<file path="config.mk">
export PLATFORM = sky130hd
export DESIGN_NAME = wb_port_arbiter
export DESIGN_NICKNAME = d
export VERILOG_FILES = /design/src/rtl/wb_arb_pkg.sv /design/src/rtl/wb_rr2.sv /design/src/rtl/wb_port_arbiter.sv
export SDC_FILE = /design/constraint.sdc
export NUM_CORES = 1
export LEC_CHECK = 0
export ABC_AREA = 1
export CORE_ASPECT_RATIO = 1.75
export CORE_MARGIN = 2
export CORE_UTILIZATION = 39
export CTS_CLUSTER_DIAMETER = 80
export DETAILED_ROUTE_END_ITERATION = 10
export MAX_ROUTING_LAYER = met4
export PLACE_DENSITY_LB_ADDON = 0.05
export REMOVE_ABC_BUFFERS = 1
export SYNTH_ARGS = -nofsm -noshare
export SYNTH_HDL_FRONTEND = slang
export SYNTH_SLANG_ARGS = --single-unit
</file>
<file path="constraint.sdc">
create_clock -name clk -period 3.1 [get_ports clk]
set_input_delay 0.31 -clock clk [delete_from_list [all_inputs] [get_ports clk]]
set_output_delay 0.31 -clock clk [all_outputs]
set_load 0.005 [all_outputs]
</file>
<file path="src/rtl/wb_arb_pkg.sv">
// Shared encodings, writeback record type and sizing helper for the writeback-port arbiter.
package wb_arb_pkg;

    typedef enum logic [1:0] {
        WB_SRC_PIPE = 2'd0,
        WB_SRC_MD   = 2'd1,
        WB_SRC_FPU  = 2'd2,
        WB_SRC_NONE = 2'd3
    } wb_src_e;

    typedef struct packed {
        logic [4:0]  rd;
        logic [31:0] data;
        logic        fp;
        wb_src_e     src;
    } wb_rec_t;

    function automatic int starve_cnt_w(input int starve_max);
        return $clog2(starve_max + 1);
    endfunction

endpackage

</file>
<file path="src/rtl/wb_rr2.sv">
// Two-way round-robin picker; the pointer moves past whichever side was granted on advance.
module wb_rr2 (
    input  logic       clk,
    input  logic       rst_n,
    input  logic [1:0] req_i,
    input  logic       advance_i,
    output logic [1:0] gnt_o
);

    logic rr_q;
    logic rr_d;

    // NOTE: every always_comb output gets a default first so no path leaves it unassigned (no latch).
    always_comb begin
        gnt_o = 2'b00;
        if (!rr_q) begin
            gnt_o[0] = req_i[0];
            gnt_o[1] = req_i[1] & ~req_i[0];
        end else begin
            gnt_o[1] = req_i[1];
            gnt_o[0] = req_i[0] & ~req_i[1];
        end
    end

    always_comb begin
        rr_d = rr_q;
        if (advance_i && (gnt_o != 2'b00)) begin
            rr_d = gnt_o[0];
        end
    end

    // NOTE: state flops use non-blocking assignment so every flop samples pre-edge values.
    always_ff @(posedge clk) begin
        if (!rst_n) begin
            rr_q <= 1'b0;
        end else begin
            rr_q <= rr_d;
        end
    end

endmodule

</file>
<file path="src/rtl/wb_port_arbiter.sv">
// Writeback-slot arbiter: main pipe first, MUL_DIV/FPU served round-robin with a starvation bound.
// Build option WB_ARB_FPU_EN: when undefined the FPU port is ignored and MD is the sole LL unit.
module wb_port_arbiter
    import wb_arb_pkg::*;
#(
    parameter int STARVE_MAX = 4
) (
    input  logic        clk,
    input  logic        rst_n,
    input  logic        flush_i,
    input  logic        pipe_valid_i,
    output logic        pipe_ready_o,
    input  logic [4:0]  pipe_rd_i,
    input  logic        pipe_fp_i,
    input  logic [31:0] pipe_data_i,
    input  logic        md_valid_i,
    output logic        md_ready_o,
    input  logic [4:0]  md_rd_i,
    input  logic [31:0] md_data_i,
    input  logic        fpu_valid_i,
    output logic        fpu_ready_o,
    input  logic [4:0]  fpu_rd_i,
    input  logic        fpu_fp_i,
    input  logic [31:0] fpu_data_i,
    output logic        wb_valid_o,
    output logic [4:0]  wb_rd_o,
    output logic [31:0] wb_data_o,
    output logic        wb_reg_wr_en_o,
    output logic        wb_freg_wr_en_o,
    output logic [1:0]  wb_src_o
);

    localparam int               CNT_W   = starve_cnt_w(STARVE_MAX);
    localparam logic [CNT_W-1:0] CNT_MAX = CNT_W'(STARVE_MAX);

    logic [CNT_W-1:0] starve_cnt_q, starve_cnt_d;
    logic             wb_valid_q, wb_valid_d;
    wb_rec_t          wb_rec_q, wb_rec_d;

    logic       fpu_req;
    logic       ll_any;
    logic       starved;
    logic       pipe_gnt;
    logic       ll_gnt;
    logic       md_gnt;
    logic       fpu_gnt;
    logic [1:0] ll_pick;

`ifdef WB_ARB_FPU_EN
    assign fpu_req = fpu_valid_i;

    wb_rr2 u_rr (
        .clk       (clk),
        .rst_n     (rst_n),
        .req_i     ({fpu_req, md_valid_i}),
        .advance_i (ll_gnt),
        .gnt_o     (ll_pick)
    );
`else
    logic unused_fpu;
    assign unused_fpu = ^{fpu_valid_i, fpu_rd_i, fpu_fp_i, fpu_data_i};
    assign fpu_req    = 1'b0;
    assign ll_pick    = {1'b0, md_valid_i};
`endif

    // A starved LL result pre-empts the pipe; otherwise LL only fills slots the pipe leaves empty.
    always_comb begin
        ll_any   = md_valid_i | fpu_req;
        starved  = ll_any && (starve_cnt_q == CNT_MAX);
        pipe_gnt = rst_n && !starved && pipe_valid_i && !flush_i;
        ll_gnt   = rst_n && ll_any && !pipe_gnt;
        md_gnt   = ll_gnt & ll_pick[0];
        fpu_gnt  = ll_gnt & ll_pick[1];
    end

    assign pipe_ready_o = pipe_gnt;
    assign md_ready_o   = md_gnt;
    assign fpu_ready_o  = fpu_gnt;

    always_comb begin
        starve_cnt_d = starve_cnt_q;
        if (ll_gnt) begin
            starve_cnt_d = '0;
        end else if (pipe_gnt && ll_any && (starve_cnt_q != CNT_MAX)) begin
            starve_cnt_d = starve_cnt_q + CNT_W'(1);
        end

        wb_valid_d   = pipe_gnt | ll_gnt;
        wb_rec_d     = wb_rec_q;
        wb_rec_d.src = WB_SRC_NONE;
        if (pipe_gnt) begin
            wb_rec_d = '{rd: pipe_rd_i, data: pipe_data_i, fp: pipe_fp_i, src: WB_SRC_PIPE};
        end else if (md_gnt) begin
            wb_rec_d = '{rd: md_rd_i, data: md_data_i, fp: 1'b0, src: WB_SRC_MD};
        end
`ifdef WB_ARB_FPU_EN
        else if (fpu_gnt) begin
            wb_rec_d = '{rd: fpu_rd_i, data: fpu_data_i, fp: fpu_fp_i, src: WB_SRC_FPU};
        end
`endif
    end

    // NOTE: the record datapath is reset too, so a killed in-flight writeback leaves no stale rd/data.
    always_ff @(posedge clk) begin
        if (!rst_n) begin
            starve_cnt_q <= '0;
            wb_valid_q   <= 1'b0;
            wb_rec_q     <= '{rd: '0, data: '0, fp: 1'b0, src: WB_SRC_NONE};
        end else begin
            starve_cnt_q <= starve_cnt_d;
            wb_valid_q   <= wb_valid_d;
            wb_rec_q     <= wb_rec_d;
        end
    end

    assign wb_valid_o      = wb_valid_q;
    assign wb_rd_o         = wb_rec_q.rd;
    assign wb_data_o       = wb_rec_q.data;
    assign wb_src_o        = wb_rec_q.src;
    assign wb_reg_wr_en_o  = wb_valid_q & ~wb_rec_q.fp & (wb_rec_q.rd != 5'd0);
    assign wb_freg_wr_en_o = wb_valid_q & wb_rec_q.fp;

endmodule

</file>
==> impl_metrics.csv, run 1 <==
group,metric,value,unit
synth,yosys.area.top_type_share,35.8,%
timing,hold_violations,0,
final_layout,final_cells,507,
final_layout,final_common_cell,"clkdlybuf4s50_1",
final_layout,n_antenna_cell,0,
power,p_per_area,374,nW/um^2
floorplan,rows,38,
timing,fmax,423,MHz
timing,drv_slew,0,
setup_path,worstReg2RegStart,"starve_cnt_q[0]",
synth,synth-xor-area-share,0.356,%
global_route,overflow,0,
setup_path,reg2reg_to,"wb_data_o[4]",
drt,drcViolationCount,0,
clocking,cts_num_sinks,44,
placed_design,gp_congestion,0.794,
flow_run,maxCapViolCount,0,
timing,min_period,2.36,ns
final_layout,n_fill_cell,615,
synth,synthAdderAreaFrac,1.02,%
synth,postSynthAreaPerCell,7.08,sq um
floorplan,boundaryPins,164,
global_route,grt_max_degree,27,
global_route,grt_pass1_vias,2305,
run_status,outcome,"finished clean",
drt,vias,2388,
placed_design,port_buffers,123,
clocking,htree_levels,2,
synth,seq_area_frac_synth,35.8,%
drt,first_pass_iters,4,
hold_path,hp-class,"register to register",
placed_design,dpl_cell_area,3440,sq um
setup_path,crit_type,"primary input to output port",
setup_path,crit_path_start_kind,"primary input",
floorplan,core_area,6130,sq um
global_route,grt_antenna_before_repair,0,
clocking,cts_tree,"yes",
placed_design,dp_cells,500,
power,combinationalPowerShare,23.7,%
synth,ys_ff_latch,44,
hold_path,whs_path_depth,2,
floorplan,initial_core_util,40.1,%
power,p_clk_share,29.2,%
setup_path,worst-path-max-fanout,14,
final_layout,fin_nets,548,
clocking,post_cts_buffers,0,
final_layout,utilization,57.6,%
synth,ys_types,22,
setup_path,worstPathRequired,2.79,ns
clocking,numCtsBuffers,5,
clocking,ctsResizeCount,0,
final_layout,multiInputGateArea,1020,sq um
clocking,ctsLongestPathBuffers,2,
power,p_switching,325,uW
final_layout,drive_above_1_share,6.09,%
drt,wl_per_cell,13.1,um
timing,setup_viol,0,
power,power_frac_seq,47.1,%
clocking,clock_latency,0.29,ns
drt,routed_wl,6630,um
floorplan,die_w,64.1,um
final_layout,seq_area,881,sq um
synth,synth_area,2460,sq um
timing,grt_setup_unrepaired,"false",
final_layout,area_growth,43.5,%
global_route,grtUsageTotal,19.6,%
timing,fin_crit_sh,76.3,%
hold_path,hold_path_end,"wb_rec_q[2]",
clocking,root_buffer,"clkbuf_8",
clocking,clk_pin_slew,0.08,ns
placed_design,dp_hpwl,4710,um
floorplan,die_y,109,um
power,irDropWorstVdd,0.281,mV
synth,synth_mux_area_share,0,%
drt,via_per_inst,4.71,
clocking,ctsHoldBuffers,0,
synth,synth_top_family_by_area,"simple AND/OR/NAND/NOR gates",
setup_path,crit_arrival,2.05,ns
drt,drtIter0Drc,163,
setup_path,r2r_slack,1.63,ns
timing,setup_tns,0,ns
synth,synth-compound-area-share,5.49,%
global_route,grt_pass1_wl,10600,um
hold_path,min_from,"wb_rec_q[2]",
synth,yosys-top-cells-area,"dfxtp_1 36%, nand3_1 20%, buf_4 14%, nand2_1 9.8%, a21oi_1 5.5%",
timing,finClkSkew,0.00759,ns
timing,fin_hold_ws,0.477,ns
power,switching_share,24.6,%
setup_path,worstRegToRegCells,8,
final_layout,design_area,3530,sq um
synth,syn_inst,348,
drt,postRouteAntennaNets,0,
synth,yosys_warnings,0,
setup_path,critPathCaptureType,"output port",
power,p_leak,1.50,nW
final_layout,final_cell_mix,"123 x clkdlybuf4s50_1, 100 x nand3_1, 64 x nand2_1",
floorplan,die-area,6990,sq um
synth,synth_top_area_cell,"dfxtp_1",
power,intPower,996,uW
synth,synth-simple-area-share,34.4,%
layout make-up:
type                       instances  area share [%]
clock buffer                       7            2.73
inverter                          38            4.11
multi-input combinational        207            28.9
sequential                        44            24.9
tap                               80            2.83
timing repair buffer             131            36.5
stage by stage:
stage / total power [mW] / setup slack (ns)
4_1_cts: 1.35 / 0.688
2_1_floorplan: 0.734 / 1.37
5_1_grt: 1.40 / 0.607
3_3_place_gp: 0.951 / 0.692
6_report: 1.32 / 0.736
3_5_place_dp: 0.953 / 0.694
routing by layer:
metal / wire length (um) / global-route usage (%) / up-vias
met5: 0 / - / -
met4: 60 / 5.59 / 0
met3: 485 / 4.64 / 4
met2: 3500 / 35.4 / 92
met1: 2580 / 21.0 / 1054
li1: - / - / 1238
worst max path at each step:
stage,to,from
2_1_floorplan,md_ready_o,starve_cnt_q[0]
5_1_grt,md_ready_o,starve_cnt_q[0]
4_1_cts,pipe_ready_o,rst_n
6_report,pipe_ready_o,rst_n
3_5_place_dp,pipe_ready_o,rst_n
3_3_place_gp,pipe_ready_o,rst_n
Yosys cell counts:
library cell  instances
nand3_1             100
nand2_1              64
buf_4                46
dfxtp_1              44
inv_1                35
a21oi_1              27
buf_2                 6
clkbuf_1              5
buf_6                 2
ha_1                  2
inv_2                 2
nand2_2               2
nand2_4               2
nand3_2               2
nor2_1                2
conb_1                1
inv_4                 1
nand3b_1              1
nor2_4                1
nor2_8                1
nor3_1                1
xor2_1                1
registers in the layout, indices dropped and copies added (netlist names):
signal and count:
starve_cnt_q 3, wb_valid_o 1, wb_data_o 32, wb_rd_o 5
wb_src_o 2, wb_rec_q 1
worst max-delay path, cell delays in order:
cell             delay, ns
clkdlybuf4s50_1       0.62
nand2_4               0.10
nor2_8                0.10
nand2_4               0.12
inv_2                 0.23
clkdlybuf4s50_1       0.56
cell families after synthesis:
family / Yosys count
AOI/OAI and AO/OA: 27
xor gates and xnor gates: 1
adders and majority gates: 2
buffers and inverters: 97
DFF: 44
other: 1
and+or+nand+nor: 176
power groups by stage:
| stage | Sequential, mW | Combinational, mW | Clock (mW) |
|---|---|---|---|
| 6_report | 0.623 | 0.313 | 0.386 |
| 3_3_place_gp | 0.635 | 0.315 | 0 |
| 3_5_place_dp | 0.636 | 0.316 | 0 |
| 4_1_cts | 0.623 | 0.318 | 0.404 |
| 2_1_floorplan | 0.639 | 0.0947 | 0 |
| 5_1_grt | 0.628 | 0.343 | 0.424 |
No activity file was read; power rests on OpenSTA's default activity.
==> inputs of run 2 (changes only) <==
--- a/config.mk
+++ b/config.mk
@@ -8,7 +8,7 @@
 export ABC_AREA = 1
 export CORE_ASPECT_RATIO = 1.75
 export CORE_MARGIN = 2
-export CORE_UTILIZATION = 39
+export CORE_UTILIZATION = 36
 export CTS_CLUSTER_DIAMETER = 80
 export DETAILED_ROUTE_END_ITERATION = 10
 export MAX_ROUTING_LAYER = met4
==> constraint.sdc (replaced) <==
create_clock -name clk -period 2.22 [get_ports clk]
set_input_delay 0.222 -clock clk [delete_from_list [all_inputs] [get_ports clk]]
set_output_delay 0.222 -clock clk [all_outputs]
set_load 0.005 [all_outputs]
==> run 2 against run 1 <==
Against the previous run:
- flip-flop and latch count unchanged
- critical endpoint is now md_ready_o
- critical path depth unchanged
- sequential power up 40%
- register-to-register slack worse by 0.88 ns
- clock power up 93%
- largest cell class unchanged
- critical path type unchanged
==> impl_metrics.csv, run 2 (same netlist as run 1, synthesis figures left out) <==
group,metric,value,unit
run_status,outcome,"finished clean",
power,p_clk_share,36.2,%
timing,finClkSkew,0.00214,ns
timing,fmax,498,MHz
floorplan,die_y,113,um
timing,setup_tns,0,ns
drt,drcViolationCount,0,
clocking,ctsHoldBuffers,0,
drt,postRouteAntennaNets,0,
placed_design,port_buffers,123,
clocking,cts_tree,"yes",
clocking,clk_pin_slew,0.06,ns
final_layout,final_cell_mix,"123 x clkdlybuf4s50_1, 100 x nand3_1, 64 x nand2_1",
clocking,ctsResizeCount,0,
timing,grt_setup_unrepaired,"false",
final_layout,final_cells,514,
power,power_frac_seq,42.3,%
floorplan,rows,39,
floorplan,core_area,6590,sq um
drt,routed_wl,6920,um
setup_path,cp_top_family,"buffers and inverters",
floorplan,die-area,7540,sq um
global_route,overflow,0,
setup_path,crit_type,"primary input to output port",
placed_design,dpl_cell_area,3470,sq um
final_layout,utilization,54.9,%
hold_path,min_from,"starve_cnt_q[1]",
setup_path,critPathCaptureType,"output port",
timing,drv_slew,0,
setup_path,reg2reg_to,"wb_data_o[4]",
flow_run,maxCapViolCount,0,
global_route,grtUsageTotal,19.2,%
timing,min_period,2.01,ns
hold_path,hp-class,"register to register",
global_route,grt_antenna_before_repair,0,
clocking,clock_latency,0.28,ns
final_layout,final_common_cell,"clkdlybuf4s50_1",
clocking,cts_num_sinks,44,
power,combinationalPowerShare,21.5,%
timing,fin_crit_sh,90.5,%
final_layout,drive_above_1_share,7.18,%
global_route,grt_pass1_vias,2347,
setup_path,r2r_slack,0.75,ns
setup_path,crit_arrival,1.79,ns
timing,fin_hold_ws,0.486,ns
drt,wl_per_cell,13.5,um
placed_design,gp_congestion,0.711,
setup_path,worst-path-max-fanout,13,
floorplan,die_w,66.5,um
floorplan,initial_core_util,37.4,%
floorplan,boundaryPins,164,
power,switching_share,24.2,%
power,p_leak,1.54,nW
clocking,numCtsBuffers,5,
setup_path,worstPathRequired,2.00,ns
setup_path,slowest_delay,0.63,ns
hold_path,whs_path_depth,2,
setup_path,crit_path_start_kind,"primary input",
power,intPower,1.56,mW
placed_design,dp_hpwl,5080,um
setup_path,crit_chain,"clkdlybuf4s50_1 -> nand2_2 -> inv_4 -> nand2_2 -> inv_2 -> clkdlybuf4s50_1",
clocking,post_cts_buffers,0,
final_layout,area_growth,47.0,%
final_layout,largest_reg_flops,32,
power,irDropWorstVdd,0.425,mV
setup_path,critPathSlowestCell,"clkdlybuf4s50_1",
clocking,ctsLongestPathBuffers,2,
final_layout,fin_nets,552,
drt,drtIter0Drc,164,
setup_path,cp-startpoint,"rst_n",
final_layout,multiInputGateArea,1020,sq um
setup_path,cp.buffers_inverters,4,
drt,vias,2433,
timing,setup_viol,0,
final_layout,n_fill_cell,672,
drt,first_pass_iters,4,
setup_path,worstRegToRegCells,8,
global_route,grt_pass1_wl,10900,um
global_route,grt_max_degree,27,
drt,via_per_inst,4.73,
clocking,htree_levels,2,
final_layout,n_antenna_cell,0,
clocking,root_buffer,"clkbuf_16",
final_layout,design_area,3620,sq um
power,p_switching,499,uW
timing,hold_violations,0,
hold_path,hold_path_end,"starve_cnt_q[1]",
setup_path,worstReg2RegStart,"starve_cnt_q[0]",
power,p_per_area,570,nW/um^2
final_layout,seq_area,881,sq um
placed_design,dp_cells,506,
==> run 2: cell count changes in the layout (fill, tap and decap cells not counted), sizes merged <==
cell    before  now
buf          8   12
clkbuf       7    6
clkinv       0    2
==> run 2: area by class of cell <==
type	instances	area share, %
inverter	38	4.01
timing repair buffer	135	36.5
tap	82	2.84
sequential	44	24.3
multi-input combinational	207	28.2
clock inverter	2	0.277
clock buffer	6	3.84
==> run 2: how the worst max path moves through the flow <==
stage,to,slack [ns],cells after the start
after floorplan,md_ready_o,0.58,6
after CTS,md_ready_o,0.19,6
after global placement,md_ready_o,0.22,6
after global routing,md_ready_o,0.12,6
final,md_ready_o,0.21,6
after detailed placement,md_ready_o,0.20,6
==> run 2: routing by layer <==
metal	routed length, um	track usage (%)	vias up	part of all wire [%]
met5	0	-	-	0
met4	91	5.71	0	1.3
met3	458	4.83	7	6.6
met2	3690	34.3	91	53
met1	2690	20.2	1090	39
li1	-	-	1245	-
==> run 2: worst reg2reg max path, delay by kind of cell (launching register included) <==
family                     cells  cell delay [ns]
DFF                            1             0.35
AOI/OAI and AO/OA              1             0.11
buffers and inverters          3             0.41
and+or+nand+nor                3             0.32
adders and majority gates      1             0.22
==> run 2: power by group through the flow <==
stage / registers (mW) / clock network [mW] / logic, mW
floorplan: 0.892 / 0 / 0.132
global placement: 0.888 / 0 / 0.448
detailed placement: 0.889 / 0 / 0.450
CTS: 0.872 / 0.772 / 0.452
global route: 0.878 / 0.803 / 0.487
finish: 0.872 / 0.746 / 0.444
==> run 2: per-stage QoR <==
| stage | worst slack, ns | total power [mW] |
|---|---|---|
| after floorplan | 0.576 | 1.02 |
| after global placement | 0.220 | 1.34 |
| after detailed placement | 0.199 | 1.34 |
| after CTS | 0.191 | 2.10 |
| after global routing | 0.116 | 2.17 |
| final | 0.212 | 2.06 |
==> inputs of run 3 (changes only) <==
--- a/config.mk
+++ b/config.mk
@@ -7,13 +7,10 @@
 export LEC_CHECK = 0
 export ABC_AREA = 1
 export CORE_ASPECT_RATIO = 1.75
-export CORE_MARGIN = 2
 export CORE_UTILIZATION = 36
 export CTS_CLUSTER_DIAMETER = 80
 export DETAILED_ROUTE_END_ITERATION = 10
-export MAX_ROUTING_LAYER = met4
 export PLACE_DENSITY_LB_ADDON = 0.05
-export REMOVE_ABC_BUFFERS = 1
 export SYNTH_ARGS = -nofsm -noshare
 export SYNTH_HDL_FRONTEND = slang
 export SYNTH_SLANG_ARGS = --single-unit
==> run 3 against run 2 <==
Against the previous run:
- sequential share of layout area is 0.059 points lower
- via count hardly changed
- power is 3.7% higher
- combinational power hardly changed
==> impl_metrics.csv, run 3 (same netlist as run 1, synthesis figures left out) <==
group,metric,value,unit
floorplan,rows,39,
global_route,overflow,0,
setup_path,worstPathRequired,2.00,ns
timing,fmax,478,MHz
setup_path,crit_chain,"inv_1 -> ha_1 -> nand3_2 -> nand2_8 -> nand2_2 -> inv_2 -> clkdlybuf4s50_1",
timing,setup_tns,0,ns
setup_path,cp.buffers_inverters,3,
clocking,htree_levels,2,
power,p_per_area,590,nW/um^2
setup_path,cp-startpoint,"starve_cnt_q[0]",
floorplan,die_y,111,um
setup_path,reg2reg_to,"wb_data_o[3]",
global_route,grt_max_degree,27,
placed_design,port_buffers,123,
global_route,grt_antenna_before_repair,0,
global_route,grt_pass1_wl,11000,um
drt,drtIter0Drc,105,
setup_path,cp.depth,7,
timing,fin_crit_sh,94.2,%
drt,first_pass_iters,4,
final_layout,final_cells,512,
placed_design,gp_congestion,0.710,
drt,routed_wl,6780,um
clocking,post_cts_buffers,0,
timing,grt_setup_unrepaired,"false",
clocking,clock_latency,0.28,ns
final_layout,final_cell_mix,"123 x clkdlybuf4s50_1, 100 x nand3_1, 64 x nand2_1",
setup_path,worstRegToRegCells,8,
clocking,numCtsBuffers,5,
clocking,clk_pin_slew,0.06,ns
floorplan,initial_core_util,37.4,%
timing,min_period,2.09,ns
timing,slew_headroom,43.4,%
drt,postRouteAntennaNets,0,
clocking,ctsLongestPathBuffers,2,
floorplan,boundaryPins,164,
setup_path,critPathSlowestCell,"clkdlybuf4s50_1",
global_route,grtUsageTotal,19.4,%
clocking,cts_num_sinks,44,
power,p_clk_share,38.6,%
floorplan,core_area,6590,sq um
placed_design,dp_hpwl,4750,um
power,p_leak,1.54,nW
setup_path,r2r_slack,0.68,ns
setup_path,crit_type,"register to output port",
final_layout,drive_above_1_share,6.51,%
final_layout,final_common_cell,"clkdlybuf4s50_1",
setup_path,crit_arrival,1.87,ns
timing,drv_slew,0,
floorplan,die-area,7190,sq um
setup_path,worstReg2RegStart,"starve_cnt_q[0]",
power,irDropWorstVdd,0.419,mV
power,p_switching,491,uW
global_route,grt_pass1_vias,2296,
hold_path,hp-class,"register to register",
setup_path,cp_top_family,"buffers and inverters",
drt,wl_per_cell,13.2,um
power,power_frac_seq,40.8,%
setup_path,worst-path-max-fanout,14,
timing,finClkSkew,0.00243,ns
drt,via_per_inst,4.75,
drt,drcViolationCount,0,
timing,hold_violations,0,
final_layout,fin_nets,550,
clocking,cts_tree,"yes",
final_layout,n_antenna_cell,0,
setup_path,endpoint,"md_ready_o",
final_layout,area_growth,47.3,%
clocking,root_buffer,"clkbuf_16",
setup_path,crit_path_start_kind,"register",
run_status,outcome,"finished clean",
flow_run,maxCapViolCount,0,
final_layout,largest_reg_flops,32,
timing,tightestPinTransition,0.849,ns
floorplan,die_w,64.5,um
synth,syn-num-nets,469,
clocking,ctsHoldBuffers,0,
power,intPower,1.65,mW
drt,vias,2432,
timing,setup_viol,0,
power,switching_share,23.0,%
setup_path,slowest_delay,0.52,ns
setup_path,critPathCaptureType,"output port",
power,combinationalPowerShare,20.6,%
placed_design,dp_cells,504,
-- run 3: what timing repair did --
action / in CTS / in global routing
gates resized for setup: 0 / 1
setup endpoints to repair: 0 / 1
hold endpoints to repair: 0 / 0
-- run 3: metal layers --
metal | routed length (um) | up-vias | GRT usage, %
li1 | - | 1241 | -
met1 | 2710 | 1097 | 20.1
met2 | 3520 | 88 | 36.5
met3 | 462 | 6 | 5.33
met4 | 89 | 0 | 6.22
met5 | 0 | - | 0
-- run 3: layout make-up --
type,count,area (sq um)
Tap cell,82,103
Multi-Input combinational cell,207,1030
Clock inverter,2,35.0
Inverter,38,145
Fill cell,651,2960
Timing Repair Buffer,133,1310
Sequential cell,44,881
Clock buffer,6,129
-- run 3: power groups by stage --
stage,Clock [mW],Combinational [mW],Sequential (mW)
final,0.825,0.441,0.873
after global routing,0.878,0.482,0.879
after CTS,0.849,0.446,0.873
after floorplan,0,0.229,0.882
after detailed placement,0,0.444,0.890
after global placement,0,0.443,0.888
-- run 3: metrics by stage --
step	power (mW)	hold slack, ns	cell area (sq um)	setup slack, ns	util, %
3_5_place_dp	1.33	0.479	3450	0.207	52.4
2_1_floorplan	1.11	0.332	2460	0.848	-
4_1_cts	2.17	0.488	3620	0.104	54.9
5_1_grt	2.24	0.518	3630	0.00318	55.1
3_3_place_gp	1.33	0.466	3450	0.213	52.4
6_report	2.14	0.486	3630	0.129	55.1
-- run 3: how the worst min path moves through the flow --
| stage | from | end | cells after the start |
|---|---|---|---|
| floorplan | pipe_fp_i | wb_rec_q[2] | 2 |
| finish | wb_rec_q[2] | wb_rec_q[2] | 2 |
| CTS | starve_cnt_q[0] | starve_cnt_q[0] | 2 |
| global placement | wb_rec_q[2] | wb_rec_q[2] | 2 |
| detailed placement | starve_cnt_q[0] | starve_cnt_q[0] | 2 |
| global route | md_data_i[2] | wb_data_o[2] | 3 |
-- run 3: worst min-delay path, delay by kind of cell (launching register included) --
family / cells / cell delay (ns)
and+or+nand+nor: 2 / 0.13
DFF: 1 / 0.32
